===== config.mk =====
export PLATFORM = sky130hd
export DESIGN_NAME = alu_shift_mem_unit
export DESIGN_NICKNAME = d
export VERILOG_FILES = /design/src/rtl/alu_shift_mem_unit_pkg.sv /design/src/rtl/alu_shift_mem_barrel_shifter.sv /design/src/rtl/alu_shift_mem_unit.sv
export SDC_FILE = /design/constraint.sdc
export NUM_CORES = 2
export LEC_CHECK = 0
export BUFFER_PORTS_ARGS = -buffer_cell sky130_fd_sc_hd__buf_2
export CAP_MARGIN = 25
export CORE_UTILIZATION = 55
export CTS_CLUSTER_SIZE = 24
export DETAILED_ROUTE_END_ITERATION = 10
export PLACE_DENSITY_LB_ADDON = 0.25
export SLEW_MARGIN = 20
export SYNTH_ARGS = -nofsm -noshare
export SYNTH_HDL_FRONTEND = slang
export SYNTH_SLANG_ARGS = --single-unit

===== constraint.sdc =====
create_clock -name clk -period 4.98 [get_ports clk]
set_clock_uncertainty 0.05 [all_clocks]
set_input_delay 0 -clock clk [delete_from_list [all_inputs] [get_ports clk]]
set_output_delay 0 -clock clk [all_outputs]
set_load 0.01 [all_outputs]

===== src/rtl/alu_shift_mem_unit_pkg.sv =====
// Shared constants for the execute stage: datapath widths, ALU opcodes and
// result mux encodings.
package alu_shift_mem_unit_pkg;

    localparam int unsigned DATA_W    = 8;
    localparam int unsigned MEM_DEPTH = 256;
    localparam int unsigned ADDR_W    = $clog2(MEM_DEPTH);

    localparam logic [2:0] ALU_ADD   = 3'b000;
    localparam logic [2:0] ALU_SUB   = 3'b001;
    localparam logic [2:0] ALU_AND   = 3'b010;
    localparam logic [2:0] ALU_OR    = 3'b011;
    localparam logic [2:0] ALU_XOR   = 3'b100;
    localparam logic [2:0] ALU_NOTA  = 3'b101;
    localparam logic [2:0] ALU_PASSA = 3'b110;
    localparam logic [2:0] ALU_PASSB = 3'b111;

    localparam logic [1:0] RES_ALU   = 2'b00;
    localparam logic [1:0] RES_SHIFT = 2'b01;
    localparam logic [1:0] RES_MEM   = 2'b10;
    localparam logic [1:0] RES_ZERO  = 2'b11;

endpackage


===== src/rtl/alu_shift_mem_barrel_shifter.sv =====
// Combinational 8-bit barrel shifter: logical shift or rotate, left or right,
// with the last bit moved out reported as carry.
module alu_shift_mem_barrel_shifter
    import alu_shift_mem_unit_pkg::*;
(
    input  logic [DATA_W-1:0] data_i,
    input  logic [2:0]        count_i,
    input  logic              dir_i,
    input  logic              ro_bar_i,
    output logic [DATA_W-1:0] shift_o,
    output logic              carry_o,
    output logic              zero_o
);

    logic [DATA_W-1:0] shl;
    logic [DATA_W-1:0] shr;
    logic [DATA_W-1:0] rol;
    logic [DATA_W-1:0] ror;
    logic [3:0]        back_cnt;
    logic [2:0]        idx_l;
    logic [2:0]        idx_r;

    // For count 0 the complementary shift is by 8, which yields zero.
    assign back_cnt = 4'd8 - {1'b0, count_i};
    assign shl      = data_i << count_i;
    assign shr      = data_i >> count_i;
    assign rol      = shl | (data_i >> back_cnt);
    assign ror      = shr | (data_i << back_cnt);

    // 8-n taken modulo 8 is the same bit as -n for n in 1..7.
    assign idx_l = 3'd0 - count_i;
    assign idx_r = count_i - 3'd1;

    always_comb begin
        shift_o = data_i;
        carry_o = 1'b0;
        if (count_i != 3'd0) begin
            if (!dir_i) begin
                shift_o = ro_bar_i ? shl : rol;
                carry_o = data_i[idx_l];
            end else begin
                shift_o = ro_bar_i ? shr : ror;
                carry_o = data_i[idx_r];
            end
        end
    end

    assign zero_o = (shift_o == '0);

endmodule


===== src/rtl/alu_shift_mem_unit.sv =====
// Execute stage: ALU, barrel shifter, 256x8 data memory addressed by the ALU
// result, carry/zero flag registers and the result mux.
module alu_shift_mem_unit
    import alu_shift_mem_unit_pkg::*;
(
    input  logic              clk,
    input  logic              reset,
    input  logic [2:0]        alu_op,
    input  logic [DATA_W-1:0] alu_a,
    input  logic [DATA_W-1:0] alu_b,
    input  logic              alu_use_carry,
    input  logic [2:0]        sh_count,
    input  logic              sh_dir,
    input  logic              sh_ro_bar,
    input  logic              mem_write,
    input  logic [DATA_W-1:0] mem_wdata,
    input  logic [1:0]        result_sel,
    input  logic              select_c,
    input  logic              select_z,
    input  logic              write_c,
    input  logic              write_z,
    output logic [DATA_W-1:0] alu_out,
    output logic [DATA_W-1:0] shift_out,
    output logic [DATA_W-1:0] mem_rdata,
    output logic [DATA_W-1:0] result,
    output logic              C,
    output logic              Z
);

    logic              c_q, c_d;
    logic              z_q, z_d;
    logic              cin;
    logic [DATA_W:0]   sum;
    logic              alu_co;
    logic              alu_z;
    logic              shift_c;
    logic              shift_z;
    logic [DATA_W-1:0] mem_q [MEM_DEPTH];

    assign cin = alu_use_carry & c_q;

    always_comb begin
        sum     = '0;
        alu_out = '0;
        alu_co  = 1'b0;
        case (alu_op)
            ALU_ADD: begin
                sum     = {1'b0, alu_a} + {1'b0, alu_b} + {{DATA_W{1'b0}}, cin};
                alu_out = sum[DATA_W-1:0];
                alu_co  = sum[DATA_W];
            end
            ALU_SUB: begin
                // Bit 8 of the 9-bit difference is the borrow.
                sum     = {1'b0, alu_a} - {1'b0, alu_b} - {{DATA_W{1'b0}}, cin};
                alu_out = sum[DATA_W-1:0];
                alu_co  = sum[DATA_W];
            end
            ALU_AND:   alu_out = alu_a & alu_b;
            ALU_OR:    alu_out = alu_a | alu_b;
            ALU_XOR:   alu_out = alu_a ^ alu_b;
            ALU_NOTA:  alu_out = ~alu_a;
            ALU_PASSA: alu_out = alu_a;
            default:   alu_out = alu_b;
        endcase
    end

    assign alu_z = (alu_out == '0);

    alu_shift_mem_barrel_shifter u_shifter (
        .data_i   (alu_a),
        .count_i  (sh_count),
        .dir_i    (sh_dir),
        .ro_bar_i (sh_ro_bar),
        .shift_o  (shift_out),
        .carry_o  (shift_c),
        .zero_o   (shift_z)
    );

    // Contents are deliberately left uninitialised and survive reset.
    always_ff @(posedge clk) begin
        if (reset && mem_write) begin
            mem_q[alu_out] <= mem_wdata;
        end
    end

    assign mem_rdata = mem_q[alu_out];

    always_comb begin
        c_d = c_q;
        z_d = z_q;
        if (!reset) begin
            c_d = 1'b0;
            z_d = 1'b0;
        end else begin
            if (write_c) c_d = select_c ? shift_c : alu_co;
            if (write_z) z_d = select_z ? shift_z : alu_z;
        end
    end

    always_ff @(posedge clk) begin
        c_q <= c_d;
        z_q <= z_d;
    end

    always_comb begin
        result = '0;
        case (result_sel)
            RES_ALU:   result = alu_out;
            RES_SHIFT: result = shift_out;
            RES_MEM:   result = mem_rdata;
            default:   result = '0;
        endcase
    end

    assign C = c_q;
    assign Z = z_q;

endmodule


==> impl_metrics.ini <==
[placement]
place_inst = 8274
pre_cts_ws_ps = -57.9
place_congestion = 0.936
numPortBuffers = 75
hpwl_mm = 139
dpl_cell_area_um2 = 88900

[die]
ioPinCount = 76
initial_utilization = 0.555
core_um2 = 150000
dieArea_um2 = 153000
die-height_um = 391
rows = 142
die_w_um = 391

[drt]
drt_iter0_drc = 7922
drt-total-wl_mm = 240
drtPass1Iterations = 7
ant_nets = 0
drc = 0
wl_per_cell_um = 27.6
via_count = 56000
vias_per_cell = 6.44

[synth]
syn_inst = 6152
netlist_area_um2 = 83400
synth_top_cells_by_count = edfxtp_1 (2,048), nand2_1 (1,108), a21oi_1 (1,073)
syn_area_per_cell_um2 = 13.6
yosys_warnings = 0
ys_seq_elements = 2050
synth_edf_count = 2048
synthArstFlopShare = 0
synth.area.top_cells = edfxtp_1 (74%), a21oi_1 (6.4%), a22oi_1 (6.1%)
synth_cell_types = 77
synth_ff_type = edfxtp_1
synth_most_common_cell = edfxtp_1
synth_top_cell_by_area = edfxtp_1
synth_top_cell_area_share = 0.738
yosysSeqAreaShare = 0.738
syn_nets = 6230

[outcome]
status = complete, but fails checks
violations = setup timing

[power_and_ir_drop]
p_leak_nw = 32.7
power.density_nw_per_um2 = 416
ir_drop_mv = 0.411
power.total_mw = 40.6

[clocking]
clock-root-buffer = clkbuf_16
clk_latency_ps = 840
clk_path_buf_depth = 3
htree_num_levels = 4
cts_tree = done
clock_sinks = 2050
path_clk_slew_ps = 70
cts_buffers = 199

[setup_path]
cp.required_ps = 4930
r2r_setup_slack_ps = 60
worstSetupPathType = reg2out
end_kind = primary output
path_cells = nand2_2 -> inv_2 -> fa_1 -> ha_1 -> xor2_1 -> a22oi_1 -> o22a_4 -> inv_16 -> buf_12 -> buf_16 -> a21oi_1 -> a22oi_1 -> a22oi_1 -> a21oi_1 -> nor2_2 -> buf_4 -> a31oi_1 -> or4b_4 -> a21o_1 -> buf_2
rr_endpoint = mem_q[126][4]
critPathMaxStageDelay_ps = 570
crit_arrival_ps = 5450
r2r-start = C
start_kind = flip-flop
crit_path_frequent_cell = a22oi_1
rr_worst_depth = 18
path_max_fanout = 67
critPathSlowestCell = or4b_4

[sta]
setup-violations-final = 16
post-route-worst-setup-slack_ps = -517
max_slew_margin = 0.278
tightest_slew_ps = 1080
timing.fmax_mhz = 182
rsz0062_at_grt = true
period_minus_slack_ps = 5500
final_hold_viol_count = 0
maxSlewViolCount = 0
period_share = 1.10

[run]
cap_violations = 0

[grt]
overflow = 0
grt_pass1_vias = 53400
grtUsageTotal = 0.312
grt_pass1_wl_mm = 351
grt_max_degree = 185
antenna_found_initial = 6

[final_layout]
final_layout_size_suffix_gt1_frac = 0.170
area_growth_pct = 17.0
final_area_um2 = 97600
fillCellCount = 10500
nets = 6604
layout.cells.non_filler = 8702

[worst_hold_path]
min_from = mem_wdata[7]
hold_path.class = in2reg
holdPathEnd = mem_q[248][7]
whs_path_depth = 2
==> sequential cells by signal, indices dropped and copies added, names as in the netlist <==
register / flops
C: 1
Z: 1
mem_q: 2048
==> area by class of cell <==
type                            count  area [µm²]  area share
Tap cell                         2016        2520      0.0259
Clock inverter                    109        1150      0.0118
Sequential cell                  2050       61500       0.631
Inverter                           45         209     0.00214
Clock buffer                      249        5190      0.0532
Antenna cell                        3        7.51   0.0000770
Timing Repair Buffer              634        6380      0.0654
Multi-Input combinational cell   3596       20600       0.211
==> through the flow <==
| stage | utilization | setup TNS [ps] | hold slack, ps |
|---|---|---|---|
| global route | 0.650 | -7930 | 140 |
| global placement | 0.592 | -59.0 | 151 |
| CTS | 0.648 | -5060 | 87.3 |
| detailed placement | 0.592 | -57.9 | 151 |
| floorplan | - | 0 | 48.9 |
| finish | 0.650 | -5780 | 126 |
==> kinds of logic after synthesis <==
family,synth area share
DFF,0.738
xor gates and xnor gates,0.000631
AOI/OAI and AO/OA,0.150
buffers and inverters,0.0272
adders and majority gates,0.00576
muxes,0.00764
and+or+nand+nor,0.0710
==> how the worst max path moves through the flow <==
| stage | depth (start not counted) | endpoint | slack [ps] | from |
|---|---|---|---|---|
| 6_report | 20 | result[7] | -520 | C |
| 5_1_grt | 23 | result[1] | -650 | C |
| 4_1_cts | 21 | result[7] | -480 | C |
| 3_5_place_dp | 22 | result[4] | -60 | C |
| 3_3_place_gp | 22 | result[4] | -40 | C |
| 2_1_floorplan | 17 | mem_q[112][0] | 760 | C |
==> routing by layer <==
metal,track usage,up-vias,share of wire
met1,0.427,27700,0.37
met5,0,-,0.000087
met4,0.145,4,0.049
met3,0.0627,593,0.11
met2,0.482,3533,0.47
li1,-,24200,-
==> layout by cell type, fill, tap and decap left out, drive strengths merged, types with 14 or more instances in the layout <==
master          n
dlygate4sd3    16
buf           606
a22oi         677
nand3          17
o21ai          29
clkbuf        250
edfxtp       2048
inv            54
nor3           20
a21oi        1073
a21o           42
clkinv         80
nor2          314
a311oi         14
a32oi          28
ha             32
nand2        1108
mux2i          22
a221oi         17
bufinv         17
mux4           17
==> power by group <==
part           switching (mW)  internal [mW]
clock                    6.50           8.29
sequential             0.0119           19.0
combinational            4.40           2.35
==> timing repair <==
action | 4_1_cts | 5_1_grt
pin swaps | 41 | 18
hold endpoints to repair | 959 | 0
hold buffers | 16 | 0
buffers inserted | 28 | 0
setup endpoints to repair | 16 | 16
gates cloned | 22 | 0
gates resized for setup | 202 | 55
==> critical path, delay by kind of cell (launching register included) <==
family | cells | cell delay (ps)
adder cells (fa/ha/maj) | 2 | 800
XOR/XNOR | 1 | 160
buffers and inverters | 6 | 860
AO/OA/AOI/OAI | 8 | 1470
flip-flops | 1 | 330
AND/OR/NAND/NOR | 3 | 900
No activity file was read; power rests on OpenSTA's default activity.
